[src/rtl/demux_1x8_regbank.sv]
// Write-side steering bank: one WIDTH-bit write lands in one of eight holding registers.
// Handshaked writes, per-register written flags, and an 8-cycle sequenced clear-all.
module demux_1x8_regbank #(
    parameter int unsigned       WIDTH   = 16,
    parameter logic [WIDTH-1:0]  CLR_VAL = '0
) (
    input  logic             clk,
    input  logic             rst,
    input  logic             wr_valid,
    output logic             wr_ready,
    input  logic [2:0]       wr_sel,
    input  logic [WIDTH-1:0] wr_data,
    input  logic             clr_req,
    output logic             busy,
    output logic [7:0]       written,
    output logic [WIDTH-1:0] out0,
    output logic [WIDTH-1:0] out1,
    output logic [WIDTH-1:0] out2,
    output logic [WIDTH-1:0] out3,
    output logic [WIDTH-1:0] out4,
    output logic [WIDTH-1:0] out5,
    output logic [WIDTH-1:0] out6,
    output logic [WIDTH-1:0] out7
);

    typedef enum logic {
        ST_IDLE  = 1'b0,
        ST_CLEAR = 1'b1
    } state_t;

    state_t           state_q, state_d;
    logic [2:0]       idx_q, idx_d;
    logic [7:0]       written_q, written_d;
    logic [WIDTH-1:0] regs_q [8];
    logic [WIDTH-1:0] regs_d [8];
    logic             wr_fire;

    assign busy     = (state_q == ST_CLEAR);
    assign wr_ready = (state_q == ST_IDLE) && !clr_req;
    assign wr_fire  = wr_valid && wr_ready;
    assign written  = written_q;

    // Each register either takes a write, takes its clear slot, or holds.
    generate
        for (genvar gi = 0; gi < 8; gi++) begin : g_reg
            always_comb begin
                regs_d[gi]    = regs_q[gi];
                written_d[gi] = written_q[gi];
                if (state_q == ST_CLEAR) begin
                    if (idx_q == 3'(gi)) begin
                        regs_d[gi]    = CLR_VAL;
                        written_d[gi] = 1'b0;
                    end
                end else if (wr_fire && (wr_sel == 3'(gi))) begin
                    regs_d[gi]    = wr_data;
                    written_d[gi] = 1'b1;
                end
            end

            always_ff @(posedge clk) begin
                if (rst) begin
                    regs_q[gi] <= '0;
                end else begin
                    regs_q[gi] <= regs_d[gi];
                end
            end
        end
    endgenerate

    always_comb begin
        state_d = state_q;
        idx_d   = idx_q;
        case (state_q)
            ST_IDLE: begin
                if (clr_req) begin
                    idx_d   = 3'd0;
                    state_d = ST_CLEAR;
                end
            end
            ST_CLEAR: begin
                // Index wraps naturally from 7 back to 0 on the last clear slot.
                idx_d = idx_q + 3'd1;
                if (idx_q == 3'd7) begin
                    state_d = ST_IDLE;
                end
            end
            default: begin
                state_d = ST_IDLE;
                idx_d   = 3'd0;
            end
        endcase
    end

    always_ff @(posedge clk) begin
        if (rst) begin
            state_q   <= ST_IDLE;
            idx_q     <= 3'd0;
            written_q <= 8'h00;
        end else begin
            state_q   <= state_d;
            idx_q     <= idx_d;
            written_q <= written_d;
        end
    end

    assign out0 = regs_q[0];
    assign out1 = regs_q[1];
    assign out2 = regs_q[2];
    assign out3 = regs_q[3];
    assign out4 = regs_q[4];
    assign out5 = regs_q[5];
    assign out6 = regs_q[6];
    assign out7 = regs_q[7];

endmodule

[config.mk]
export PLATFORM = sky130hd
export DESIGN_NAME = demux_1x8_regbank
export DESIGN_NICKNAME = d
export VERILOG_FILES = /design/src/rtl/demux_1x8_regbank.sv
export SDC_FILE = /design/constraint.sdc
export NUM_CORES = 1
export LEC_CHECK = 0
export ABC_CLOCK_PERIOD_IN_PS = 4200
export CAP_MARGIN = 20
export CORE_ASPECT_RATIO = 1.2
export CORE_MARGIN = 5
export CORE_UTILIZATION = 44
export DETAILED_ROUTE_END_ITERATION = 8
export GPL_TIMING_DRIVEN = 1
export HOLD_SLACK_MARGIN = 0.1
export PLACE_DENSITY = 0.74
export SKIP_CTS_REPAIR_TIMING = 1
export SLEW_MARGIN = 0
export SYNTH_ARGS = -nofsm -noshare
export SYNTH_HDL_FRONTEND = slang
export SYNTH_SLANG_ARGS = --single-unit
[constraint.sdc]
create_clock -name clk -period 4.2 [get_ports clk]
set_input_delay 0.84 -clock clk [delete_from_list [all_inputs] [get_ports clk]]
set_output_delay 0.84 -clock clk [all_outputs]
set_load 0.02 [all_outputs]
**After elaboration in Yosys (flattened, before gate mapping)**

Memories as Yosys holds them, arrays and structs flattened.
Index checks and enable logic that the tools add are counted.

- Word-level logic and storage cells: 137
- RAM bits: 128
- Flip-flop bits (word level): 12
- Memories kept: 1

Memory list:

| memory | depth | width | rd ports | clocked after memory_dff | wr ports | line | source |
|---|---|---|---|---|---|---|---|
| regs_q | 8 | 16 | 8 | 0 | 8 | 34 | `logic [WIDTH-1:0] regs_q [8];` |

- Add/subtract/negate cells: 1
- Bitwise operators: 9
- Mux-type cells: 64
- Eq/ne operators: 23
- Reductions and logical operators: 29

Operators with widths:

| cell | count |
|---|---|
| 16-bit 2-to-1 mux | 32 |
| 1-bit 2-to-1 mux | 29 |
| 3-bit equality test (second input constant) | 8 |
| 2-bit by 1-bit != test with 1-bit output (second input constant) | 8 |
| 2-bit AND reduction | 8 |
| 2-bit nonzero test | 8 |
| 3-bit by 2-bit equality test with 1-bit output (second input constant) | 4 |
| 1-bit logical AND | 10 |
| 1-bit bitwise OR | 8 |
| 3-bit by 1-bit equality test with 1-bit output (second input constant) | 2 |
| 3-bit zero test | 2 |
| 3-bit one-hot mux with 2 select lines | 1 |
| 3-bit by 1-bit adder with 3-bit output (second input constant) | 1 |
| 3-bit 2-to-1 mux | 1 |
| 2-bit != test (second input constant) | 1 |
| 1-bit one-hot mux with 2 select lines | 1 |
| 1-bit zero test | 1 |
| 1-bit NOT | 1 |

**Longest topological paths before layout**

- Depth after elaboration: 7
- Mapped depth: 7
- Mapped depth without buffers: 5

**Least setup slack after synthesis**

OpenSTA, ideal clock, no wires.

- Path type: in2reg
- From: input port wr_sel[0]
- To: memory regs_q[0][11]
- Slack: 1982 ps
- Data required time: 4084 ps
- Arrival: 2102 ps
- Stages: 6
- Library setup time: 116 ps
- Cells stage by stage: or3b_1 clkbuf_1 or2_1 clkbuf_1 buf_2 a31o_2

RTL lines:

| what | line | source |
|---|---|---|
| start, declared | 11 | `input logic [2:0] wr_sel,` |
| end, declared | 34 |  |

**Worst setup path after layout**

- From: input port clr_req
- To: output port wr_ready

- Longest elaborated chain between the ends: 2

RTL lines:

| what | line | source |
|---|---|---|
| start, declared | 13 | `input logic clr_req,` |
| 1-bit zero test | 39 | `assign wr_ready = (state_q == ST_IDLE) && !clr_req;` |
| 1-bit logical AND | 39 |  |
| end, declared | 10 | `output logic wr_ready,` |

No other way between the ends.

==> flow_summary.ini <==
[outcome]
status = finished, final reports clean

[routing]
drc = 0
drt_iter0_drc = 222
drt_pass1_iterations = 4
dr_total_vias = 4520
viasPerCell = 5.37
antenna_left = 0
wl_um = 16600
wl_per_cell_um = 19.7

[floorplan]
fp-row-count = 44
fp.dieW_um = 111
start_util = 0.449
fp.coreArea_um2 = 12100
die_h_um = 132
design.portCount = 161
fp.dieArea_um2 = 14700

[placement]
place_congestion = 0.771
port_buffers = 160
hpwl_um = 11700

[yosys]
synth_top_flop_cell = dfxtp_1
ys_types = 31
ys_seq_elements = 140
synth_cells = 533
synth_top_family_by_area = simple AND/OR/NAND/NOR gates
synth-async-reset-ratio = 0
synth_area_um2 = 5440
synth_nets = 563
synth_warnings = 0
yosys.area_share.simple = 0.165
synthMuxAreaShare = 0.149
ys_seq_area_frac = 0.516
synth-edff-count = 0
synth_xor_xnor_area_share = 0
synth_compound_area_frac = 0.101
synth_adder_area_share = 0.0161
avgSynthCellArea_um2 = 10.2

[global_route]
globalRouteTotalUtil = 0.222
use_met1 = 0.274
overflow = 0
gr-usage-met2 = 0.372
grt_pass1_vias = 4545
grt_pass1_wl_um = 25400
grt_use_met3 = 0.0588
grt_start_max_net_pins = 39
antenna_found_initial = 0
top_usage_layer = met2

[cts]
cts_htree_levels = 4
clock-sinks = 140
root_buffer = clkbuf_16
clk_latency_ns = 0.42
clk_path_buf_depth = 2
cts.clk_slew.worst_paths_ns = 0.06
cts_made_buffers = 17
cts_tree = built

[timing]
tightestPinTransition_ns = 1.04
slew_headroom = 0.306
hold_violations = 0
finClkSkew_ns = 0.00900
grt_setup_unrepaired = no
max_freq_mhz = 334
slew_viol_final = 0
fin_crit_sh = 0.713
setup_viol = 0
finalCriticalPeriod_ns = 3.00
finalSetupTns_ns = 0

[finish]
final_nets = 698
n_antenna_cell = 0
final_core_util = 0.630
num-fill-cells = 1018
layout_commonest_cell = clkdlybuf4s50_1
drive_gt1_frac = 0.172
mostFrequentLayoutCells = clkdlybuf4s50_1, dfxtp_1, nand2_1
area_growth_pct = 40.5
final-seq-area_um2 = 2800
multi_input_area_um2 = 2340

[worst_setup_path]
crit_type = in2out
critPathArrivalTime_ns = 2.16
worstReg2RegEnd = regs_q[0][37]
cp-end-kind = primary output
r2r_cells = 4
crit_fanout = 5
regToRegSetupSlack_ns = 1.66
critPathLaunchType = input pin
r2r-start = busy
required_ns = 3.36

[min_path]
hp-class = reg2reg
min_path_cells = 2
min_to = regs_q[0][61]
worstHoldStart = regs_q[0][61]

[power]
p_int_uw = 2280
pwr-share-clk = 0.484
seqPwrFrac = 0.451
leakage_uw = 0.00263
power_density_nw_per_um2 = 392
p_sw_uw = 716
combPwrFrac = 0.065
swShare = 0.239
ir_drop_mv = 0.272

[job]
drv_cap = 0
[area by class of cell]
type | count | share of cell area
well taps | 161 | 0.0264
clock inverters | 12 | 0.0146
inverters | 3 | 0.00147
multi-input cells | 333 | 0.307
clock buffers | 20 | 0.0611
repair buffers | 173 | 0.223
flip-flops and latches | 140 | 0.367
[layer usage]
| layer | wire, um | vias to the layer above |
|---|---|---|
| met5 | 0 | - |
| met4 | 349 | 0 |
| met3 | 1130 | 23 |
| met2 | 8220 | 175 |
| met1 | 6890 | 2195 |
| li1 | - | 2127 |
[worst max-delay path: stages]
cell and delay, ns:
clkdlybuf4s50_1 0.48, nor2_1 0.19, clkdlybuf4s50_1 0.64
[power by group through the flow]
| stage | registers [uW] | logic, uW | clock network (uW) |
|---|---|---|---|
| 3_5_place_dp | 1380 | 189 | 0 |
| 2_1_floorplan | 1390 | 98.8 | 0 |
| 6_report | 1350 | 194 | 1450 |
| 4_1_cts | 1350 | 190 | 1460 |
| 5_1_grt | 1350 | 205 | 1530 |
| 3_3_place_gp | 1380 | 186 | 0 |
[state kept, by name (all words and copies together) (netlist names)]
| signal | flops |
|---|---|
| written | 8 |
| regs_q | 128 |
| busy | 1 |
| idx_q | 3 |
[cells in the mapped netlist, drive strengths merged, types with 5 or more instances]
cell type,instances,area (um2)
nor2,12,67.6
a31o,48,420
mux2i,81,811
ha,7,87.6
buf,16,125
nand2,83,312
nand3b,5,37.5
a21oi,6,30.0
nor3,48,240
dfxtp,140,2800
clkbuf,41,154
or3b,18,158
[stage by stage]
step                      hold slack [ns]  instances  area, um2  setup slack [ns]  power (uW)
after floorplan                     0.533        533       5440              1.98        1490
after global placement              0.443        807       7030              1.11        1560
after detailed placement            0.450        807       7030              1.02        1570
after CTS                           0.461        839       7610              1.19        3000
after global routing                0.477        842       7630              1.09        3080
final                               0.453        842       7630              1.20        3000
[worst max path at each step]
stage	start	endpoint	slack, ns	cells past startpoint
finish	clr_req	wr_ready	1.20	3
global placement	wr_valid	regs_q[0][2]	1.11	4
global route	clr_req	wr_ready	1.09	3
detailed placement	wr_valid	regs_q[0][37]	1.02	4
floorplan	wr_sel[0]	regs_q[0][11]	1.98	6
CTS	clr_req	wr_ready	1.19	3
[logic make-up (layout without fill, tap and decap cells)]
kind of cell,Yosys count,count (layout)
AOI/OAI and AO/OA,66,66
buffers and inverters,60,208
and+or+nand+nor,179,179
muxes,81,81
adders and majority gates,7,7
DFF,140,140
(Power assumes the default switching activity.)
